===== config.mk =====
export PLATFORM = sky130hd
export DESIGN_NAME = uart_receiver_flat
export DESIGN_NICKNAME = d
export VERILOG_FILES = /design/src/rtl/uart_pkg.sv /design/src/rtl/uart_receiver_if.sv /design/src/rtl/uart_receiver_bit_synchronizer.sv /design/src/rtl/uart_receiver.sv /design/src/flat_wrapper.sv
export SDC_FILE = /design/constraint.sdc
export NUM_CORES = 1
export LEC_CHECK = 0
export BUFFER_PORTS_ARGS = -buffer_cell sky130_fd_sc_hd__buf_4
export CAP_MARGIN = 20
export CORE_MARGIN = 2
export CORE_UTILIZATION = 33
export DETAILED_ROUTE_END_ITERATION = 7
export GPL_TIMING_DRIVEN = 0
export PLACE_DENSITY = 0.59
export SKIP_CTS_REPAIR_TIMING = 1
export SYNTH_ARGS = -nofsm -noshare
export SYNTH_HDL_FRONTEND = slang
export SYNTH_SLANG_ARGS = --single-unit

===== constraint.sdc =====
create_clock -name clock -period 2.25 [get_ports clock]
set_input_delay 0.3375 -clock clock [delete_from_list [all_inputs] [get_ports clock]]
set_output_delay 0.3375 -clock clock [all_outputs]
set_load 0.01 [all_outputs]

===== src/rtl/uart_pkg.sv =====
// uart_pkg: constants and types shared by both ends of the 8N1 serial link.
// The transmitter imports the same bit timing so the two ends stay matched.
package uart_pkg;

   localparam int CLOCK_PER_BIT      = 2604;
   localparam int HALF_CLOCK_PER_BIT = CLOCK_PER_BIT / 2;
   localparam int FRAME_BITS         = 8;
   localparam int CNT_W              = 12;
   localparam int IDX_W              = $clog2(FRAME_BITS);

   typedef enum logic [1:0] {
      IDLE,
      START,
      DATA,
      STOP
   } rx_state_e;

   typedef logic [FRAME_BITS-1:0] frame_t;
   typedef logic [CNT_W-1:0]      bit_cnt_t;
   typedef logic [IDX_W-1:0]      bit_idx_t;

endpackage


===== src/rtl/uart_receiver_if.sv =====
// uart_receiver_if: serial line plus the byte/strobe/status bundle
// seen by the logic downstream of the receiver.
interface uart_receiver_if;
   import uart_pkg::*;

   logic   rx;
   frame_t received;
   logic   received_valid;
   logic   frame_error;
   logic   busy;

   modport master (
      output rx,
      input  received,
      input  received_valid,
      input  frame_error,
      input  busy
   );

   modport slave (
      input  rx,
      output received,
      output received_valid,
      output frame_error,
      output busy
   );

endinterface


===== src/rtl/uart_receiver_bit_synchronizer.sv =====
// bit_synchronizer: 2-flop synchronizer for an asynchronous input.
// Reset value is chosen by the caller (idle level of the input).
module bit_synchronizer #(
   parameter logic RESET_VAL = 1'b1
) (
   input  logic clock,
   input  logic reset,
   input  logic d_i,
   output logic q_o
);

   logic [1:0] sync_q;

   always_ff @(posedge clock or posedge reset) begin
      if (reset) begin
         sync_q <= {2{RESET_VAL}};
      end else begin
         sync_q <= {sync_q[0], d_i};
      end
   end

   assign q_o = sync_q[1];

endmodule


===== src/rtl/uart_receiver.sv =====
// uart_receiver: 8N1 serial receive stage with mid-bit sampling.
// Delivers good bytes with a one-cycle strobe; framing errors pulse separately.
module uart_receiver
   import uart_pkg::*;
#(
   parameter int clock_per_bit      = CLOCK_PER_BIT,
   parameter int half_clock_per_bit = HALF_CLOCK_PER_BIT
) (
   input  logic           clock,
   input  logic           reset,
   uart_receiver_if.slave bus
);

   localparam bit_cnt_t HALF_LAST = CNT_W'(half_clock_per_bit - 1);
   localparam bit_cnt_t BIT_LAST  = CNT_W'(clock_per_bit - 1);
   localparam bit_idx_t IDX_LAST  = IDX_W'(FRAME_BITS - 1);

   logic      rx_s;
   logic      rx_prev_q;
   rx_state_e state_q, state_d;
   bit_cnt_t  cnt_q, cnt_d;
   bit_idx_t  idx_q, idx_d;
   frame_t    shift_q, shift_d;
   frame_t    recv_q, recv_d;
   logic      valid_q, valid_d;
   logic      ferr_q, ferr_d;

   bit_synchronizer #(
      .RESET_VAL (1'b1)
   ) u_rx_sync (
      .clock (clock),
      .reset (reset),
      .d_i   (bus.rx),
      .q_o   (rx_s)
   );

   always_ff @(posedge clock or posedge reset) begin
      if (reset) begin
         rx_prev_q <= 1'b1;
         state_q   <= IDLE;
         cnt_q     <= '0;
         idx_q     <= '0;
         shift_q   <= '0;
         recv_q    <= '0;
         valid_q   <= 1'b0;
         ferr_q    <= 1'b0;
      end else begin
         rx_prev_q <= rx_s;
         state_q   <= state_d;
         cnt_q     <= cnt_d;
         idx_q     <= idx_d;
         shift_q   <= shift_d;
         recv_q    <= recv_d;
         valid_q   <= valid_d;
         ferr_q    <= ferr_d;
      end
   end

   // counter restarts from zero on every state change
   always_comb begin
      state_d = state_q;
      cnt_d   = cnt_q + bit_cnt_t'(1);
      idx_d   = idx_q;
      shift_d = shift_q;
      recv_d  = recv_q;
      valid_d = 1'b0;
      ferr_d  = 1'b0;
      unique case (state_q)
         IDLE: begin
            cnt_d = '0;
            if (rx_prev_q && !rx_s) begin
               state_d = START;
            end
         end
         START: begin
            if (cnt_q == HALF_LAST) begin
               cnt_d = '0;
               idx_d = '0;
               if (!rx_s) begin
                  state_d = DATA;
               end else begin
                  state_d = IDLE;
               end
            end
         end
         DATA: begin
            if (cnt_q == BIT_LAST) begin
               cnt_d          = '0;
               shift_d[idx_q] = rx_s;
               if (idx_q == IDX_LAST) begin
                  state_d = STOP;
               end else begin
                  idx_d = idx_q + bit_idx_t'(1);
               end
            end
         end
         STOP: begin
            if (cnt_q == BIT_LAST) begin
               cnt_d   = '0;
               state_d = IDLE;
               if (rx_s) begin
                  recv_d  = shift_q;
                  valid_d = 1'b1;
               end else begin
                  ferr_d = 1'b1;
               end
            end
         end
         default: begin
            state_d = IDLE;
            cnt_d   = '0;
         end
      endcase
   end

   assign bus.received       = recv_q;
   assign bus.received_valid = valid_q;
   assign bus.frame_error    = ferr_q;
   assign bus.busy           = (state_q != IDLE);

endmodule


===== src/flat_wrapper.sv =====
// flat-port wrapper written by rule: the top's interface ports become plain ports
module uart_receiver_flat import uart_pkg::*;
#(
   parameter int clock_per_bit      = CLOCK_PER_BIT,
   parameter int half_clock_per_bit = HALF_CLOCK_PER_BIT
)
  (clock, reset, bus_rx, bus_received, bus_received_valid, bus_frame_error, bus_busy);
  uart_receiver_if bus_i ();
  input  logic clock;
  input  logic reset;
  input wire logic [$bits(bus_i.rx)-1:0] bus_rx;
  output wire logic [$bits(bus_i.received)-1:0] bus_received;
  output wire logic [$bits(bus_i.received_valid)-1:0] bus_received_valid;
  output wire logic [$bits(bus_i.frame_error)-1:0] bus_frame_error;
  output wire logic [$bits(bus_i.busy)-1:0] bus_busy;
  assign bus_i.rx = bus_rx;
  assign bus_received = bus_i.received;
  assign bus_received_valid = bus_i.received_valid;
  assign bus_frame_error = bus_i.frame_error;
  assign bus_busy = bus_i.busy;
  uart_receiver #(.clock_per_bit(clock_per_bit), .half_clock_per_bit(half_clock_per_bit)) u_core (.clock(clock), .reset(reset), .bus(bus_i));
endmodule

* Word-level counts from Yosys, hierarchy flattened
Index checks and enable logic that the tools add are counted.
** Word-level totals
- Register bits after elaboration :: 38
- Input port bits :: 3
- Output and inout bits :: 11
- Word-level logic and storage cells :: 59
** Cells by class
- $add $sub $neg :: 2
- Order comparisons :: 2
- Eq/ne operators :: 12
- Mux-type cells :: 23
- Reduce and logical (&&, ||, !) cells :: 11
** Operators by type and width (number)
- case mux 12 bit (3 select lines) :: 1
- two-way mux 12 bit :: 2
- adder 12 x 1 -> 12 bit (second input constant) :: 1
- == test 12 x 11 -> 1 bit (second input constant) :: 1
- == test 12 bit (second input constant) :: 1
- two-way mux 2 bit :: 6
- inequality test 2 x 1 -> 1 bit (second input constant) :: 5
- two-way mux 3 bit :: 3
- bitwise mux 8 bit :: 1
- case mux 2 bit (4 select lines) :: 1
- two-way mux 1 bit :: 7
- case mux 3 bit (2 select lines) :: 1
- AND reduction 5 bit :: 1
- == test 2 bit (second input constant) :: 2
- < comparator 3 x 4 -> 1 bit (second input constant) :: 1
- AND reduction 4 bit :: 1
- nonzero test 2 bit :: 2
- adder 3 x 1 -> 3 bit (second input constant) :: 1
- demux 1 bit (select 3 bit) :: 1
- == test 3 bit (second input constant) :: 1
- greater-or-equal comparator 3 x 1 -> 1 bit (second input constant) :: 1
- AND reduction 3 bit :: 1
- == test 2 x 1 -> 1 bit (second input constant) :: 1
- logical AND 1 bit :: 2
- 5 further kinds :: 5

* Logic depth before layout (Yosys ltp)
- Word-level depth :: 5
- Mapped depth :: 7
- Gate-level depth less buffers :: 6

* Modules after synthesis
From an unflattened synthesis, not the netlist that was laid out.
** Unflattened totals
- Cell total of the unflattened synthesis :: 157
- Area, all modules :: 1784.2 µm²
** By module, submodules not included
- uart_receiver :: times used 1, cells an instance 154, area an instance 1727.9 µm², seq. area each 902.1 µm²
- bit_synchronizer :: times used 1, cells an instance 3, area an instance 56.3 µm², seq. area each 52.6 µm²

* Worst setup path before layout
Ideal clock, no wire load.
- Path type :: reg2reg
- From :: register u_core.idx_q[1]
- To :: register u_core.idx_q[1]
- Setup time :: 119 ps
- Data arrival time :: 1869 ps
- Data required time :: 2131 ps
- Setup slack :: 262 ps
- Cell stages (with the launch flop) :: 7
- Buffers on the path :: 0
- Clock period less this slack :: 1988 ps
- Path through :: dfrtp_1 -> ha_1 -> ha_1 -> or3b_2 -> or4_4 -> mux2i_1 -> nand2_1
** Between the ends
- Word-level cells in the longest chain between the ends :: 4
- Elaborated cells on any way between the ends :: 7
- Those cells by class :: add/sub (1); eq/ne (2); mux (3); reduce/logical (1)
** Ends and longest elaborated chain
- start: declaration :: line uart_receiver.sv:22 : bit_idx_t idx_q, idx_d;
- start signal: assignment :: line uart_receiver.sv:51 : idx_q <= idx_d;
- adder 3 x 1 -> 3 bit :: line uart_receiver.sv:93 : idx_d = idx_q + bit_idx_t'(1);
- two-way mux 3 bit :: line uart_receiver.sv:90 : if (idx_q == IDX_LAST) begin
- two-way mux 3 bit :: line uart_receiver.sv:87 : if (cnt_q == BIT_LAST) begin
- case mux 3 bit (2 select lines) :: line uart_receiver.sv:68 : unique case (state_q)
Parallel ways exist; a longest one is shown, timed or not. The select of a mux whose other input is x is not followed.
A chain may end at the register's enable or synchronous reset.

* Worst setup path in the final report
- From :: register u_core.idx_q[1]
- To :: register u_core.idx_q[2]
The elaborated chain is that of the path after synthesis.

==> impl_metrics.toml <==
[worst_setup_path]
critPathArrivalTime_ns = 2.31
rrSetupSlack_ns = 0.12
timing.critical_path.to_type = "register"
setup.worst_path.class = "register to register"
worstPathRequired_ns = 2.43
kind_of_start_point_of_the_critical_path = "register"
critical_path.max_fanout = 8
reg2regPathDepth = 6
worstReg2RegEnd = "u_core.idx_q[2]$_DFFE_PP0P_"
worst_r2r_startpoint = "u_core.idx_q[1]$_DFFE_PP0P_"
crit_end = "u_core.idx_q[2]$_DFFE_PP0P_"
startpoint = "u_core.idx_q[1]$_DFFE_PP0P_"

[drt]
first_iter_violations = 32
detailroute.via_count = 1269
antenna_violating_nets_post_route = 0
drt_pre_antenna_iters = 4
postRouteWirelength_um = 3400
wl_per_cell_um = 13.1
vias_per_cell = 4.88
detail_route.drc_violations = 0

[power_and_ir_drop]
clockPowerShare_pct = 36.7
peak_supply_drop_mv = 0.588
total_power_of_the_final_layout_uw = 1620
power.switching_uw = 436
share_of_total_power_in_combinational_logic_pct = 14.2
switching_share_pct = 26.9
power_report.internal_total_uw = 1180
static-leakage-power_uw = 0.00103
seq_power_share_pct = 49.1
p_per_area_nw_per_um2 = 739

[final_layout]
fin_util_pct = 39.7
fin_area_um2 = 2190
antennaDiodeCount = 0
layout-drive-gt1-share_pct = 23.4
area.growth.synth_to_final_pct = 16.4
num-fill-cells = 565
final_nets = 194
finalNonFillerCells = 260

[yosys]
yosys.cell_types.count = 42
synth_nets = 175
synth.avg_cell_area_um2 = 11.2
syn_area_um2 = 1880
yosys_most_used_dff = "sky130_fd_sc_hd__dfrtp_1"
yosys_register_bits = 38
post_synth_main_area_contributors = "sky130_fd_sc_hd__dfrtp_1 47%, sky130_fd_sc_hd__mux2_1 4.8%, sky130_fd_sc_hd__mux2_2 4.8%"
synth-edff-count = 0
yosys.cell_count.top_type = "sky130_fd_sc_hd__dfrtp_1"
synth_top_area_share_pct = 46.6
synthArstFlopShare_pct = 100
yosys_warnings = 0
ys_top_cells_by_count = "35 x sky130_fd_sc_hd__dfrtp_1, 16 x sky130_fd_sc_hd__nor2_1, 15 x sky130_fd_sc_hd__nand2_1"
synth.yosys.seq_area_share_pct = 50.8
synth.largest_area_cell = "sky130_fd_sc_hd__dfrtp_1"
syn_inst = 168

[placement]
hpwlAfterDp_um = 2380
routabilityCongestion = 0.746
quantity_of_i_o_buffers_inserted_on_ports = 13
placedInstanceArea_um2 = 2070
dpl.cell_count = 253

[sta]
hold_violations = 0
finalSetupViolCount = 0
finalCritPeriodShare_pct = 94.8
fin_setup_tns_ns = 0
maxClockFrequency_mhz = 469
grt_setup_unrepaired = "no"
timing.clock.skew_ns = 0.00940
report.final.slew_viol_count = 0
layout_min_cycle_time_ns = 2.13
least_margin_pin_slew_ns = 0.780
relSlewSlack_pct = 48.0

[floorplanning]
rows = 27
start_util_pct = 34.1
die-height_um = 79.5
die-width_um = 79.5
core_region_area_um2 = 5510
die-area_um2 = 6310
ios = 14

[clocking]
cts_root_buffer = "sky130_fd_sc_hd__clkbuf_8"
tritoncts_sink_count = 38
clockBufferDepth = 2
clock_tree.htree_level_count = 2
clk_transition_reported_paths_ns = 0.08
tritoncts = "built"
numCtsBuffers = 5
clk_latency_ns = 0.29

[outcome]
outcome = "finished, final reports clean"

[worst_hold_path]
hold_class = "primary input to register"

[run]
max-cap-violations = 0

[global_route]
total_global_route_track_usage_pct = 12.3
grt_remaining_overflow = 0
antenna_found_initial = 0
largest_net_degree_at_the_start_of_global_routing = 39
first_global_vias = 1258
first_pass_grt_wire_length_um = 5950
how the worst min path moves through the flow:
stage,from,to,slack (ns),cells after the start
after global routing,bus_rx,u_core.u_rx_sync.sync_q[0]$_DFF_PP1_,0.13,1
after global placement,u_core.u_rx_sync.sync_q[0]$_DFF_PP1_,u_core.u_rx_sync.sync_q[1]$_DFF_PP1_,0.35,0
after detailed placement,u_core.u_rx_sync.sync_q[0]$_DFF_PP1_,u_core.u_rx_sync.sync_q[1]$_DFF_PP1_,0.35,0
after floorplan,bus_rx,u_core.u_rx_sync.sync_q[0]$_DFF_PP1_,0.34,0
after CTS,bus_rx,u_core.u_rx_sync.sync_q[0]$_DFF_PP1_,0.14,1
final,bus_rx,u_core.u_rx_sync.sync_q[0]$_DFF_PP1_,0.15,1
stage by stage:
stage / hold WS (ns) / setup slack, ns
6_report: 0.152 / 0.117
5_1_grt: 0.132 / 0.0296
4_1_cts: 0.141 / 0.105
3_5_place_dp: 0.347 / 0.123
3_3_place_gp: 0.348 / 0.130
2_1_floorplan: 0.342 / 0.262
registers in the layout (all words and copies together) (netlist names), named ones only:
register and cells:
u_core.idx_q 3, u_core.cnt_q 12, u_core.bus.received_valid 1, u_core.rx_prev_q 1
u_core.bus.frame_error 1, u_core.u_rx_sync.sync_q 2, u_core.bus.received 8, u_core.state_q 1
u_core.shift_q 8
final cells by class:
type / count / area (um2) / area share (%)
timing repair buffer: 13 / 97.6 / 4.46
inverter: 6 / 22.5 / 1.03
sequential: 38 / 955 / 43.6
multi-input combinational: 116 / 871 / 39.8
tap: 72 / 90.1 / 4.12
clock buffer: 7 / 86.3 / 3.95
buffer: 7 / 36.3 / 1.66
clock inverter: 1 / 30.0 / 1.37
cells by family after synthesis:
kind of cell / Yosys count / share of synthesized area, %
buffers and inverters: 14 / 3.33
muxes: 19 / 11.2
DFF: 38 / 50.8
and+or+nand+nor: 74 / 24.1
xor gates and xnor gates: 10 / 4.66
adders and majority gates: 4 / 2.66
AOI/OAI and AO/OA: 9 / 3.26
routing by layer:
layer | routed length, um | share of wire, % | GRT usage [%] | up-vias
met2 | 1540 | 45 | 19.0 | 20
met5 | 0 | 0 | 0 | -
met3 | 127 | 3.7 | 3.39 | 8
met4 | 70 | 2.1 | 5.69 | 0
li1 | - | - | - | 621
met1 | 1660 | 49 | 15.9 | 620
power by group through the flow:
stage	Combinational, uW	Clock, uW	Sequential (uW)
after floorplan	185	0	788
after global placement	229	0	804
after detailed placement	233	0	807
after CTS	236	615	794
after global routing	259	653	802
final	230	593	795
placed cells by master, fill, tap and decap left out, types with 6 or more instances in the layout:
master / synthesis / final
sky130_fd_sc_hd__clkbuf_8: 0 / 6
sky130_fd_sc_hd__buf_4: 0 / 13
sky130_fd_sc_hd__mux2_2: 8 / 8
sky130_fd_sc_hd__nor2_1: 16 / 16
sky130_fd_sc_hd__mux2_1: 8 / 8
sky130_fd_sc_hd__xnor2_1: 7 / 7
sky130_fd_sc_hd__nand2_1: 15 / 15
sky130_fd_sc_hd__nand3_1: 7 / 7
sky130_fd_sc_hd__dfrtp_1: 35 / 35
critical path: stages, from the launching register on:
cell                      delay (ns)
sky130_fd_sc_hd__dfrtp_1        0.46
sky130_fd_sc_hd__ha_1           0.22
sky130_fd_sc_hd__ha_1           0.22
sky130_fd_sc_hd__or3b_2         0.45
sky130_fd_sc_hd__or4_4          0.44
sky130_fd_sc_hd__mux2i_1        0.16
sky130_fd_sc_hd__nand2_1        0.06
(Power assumes the default switching activity.)
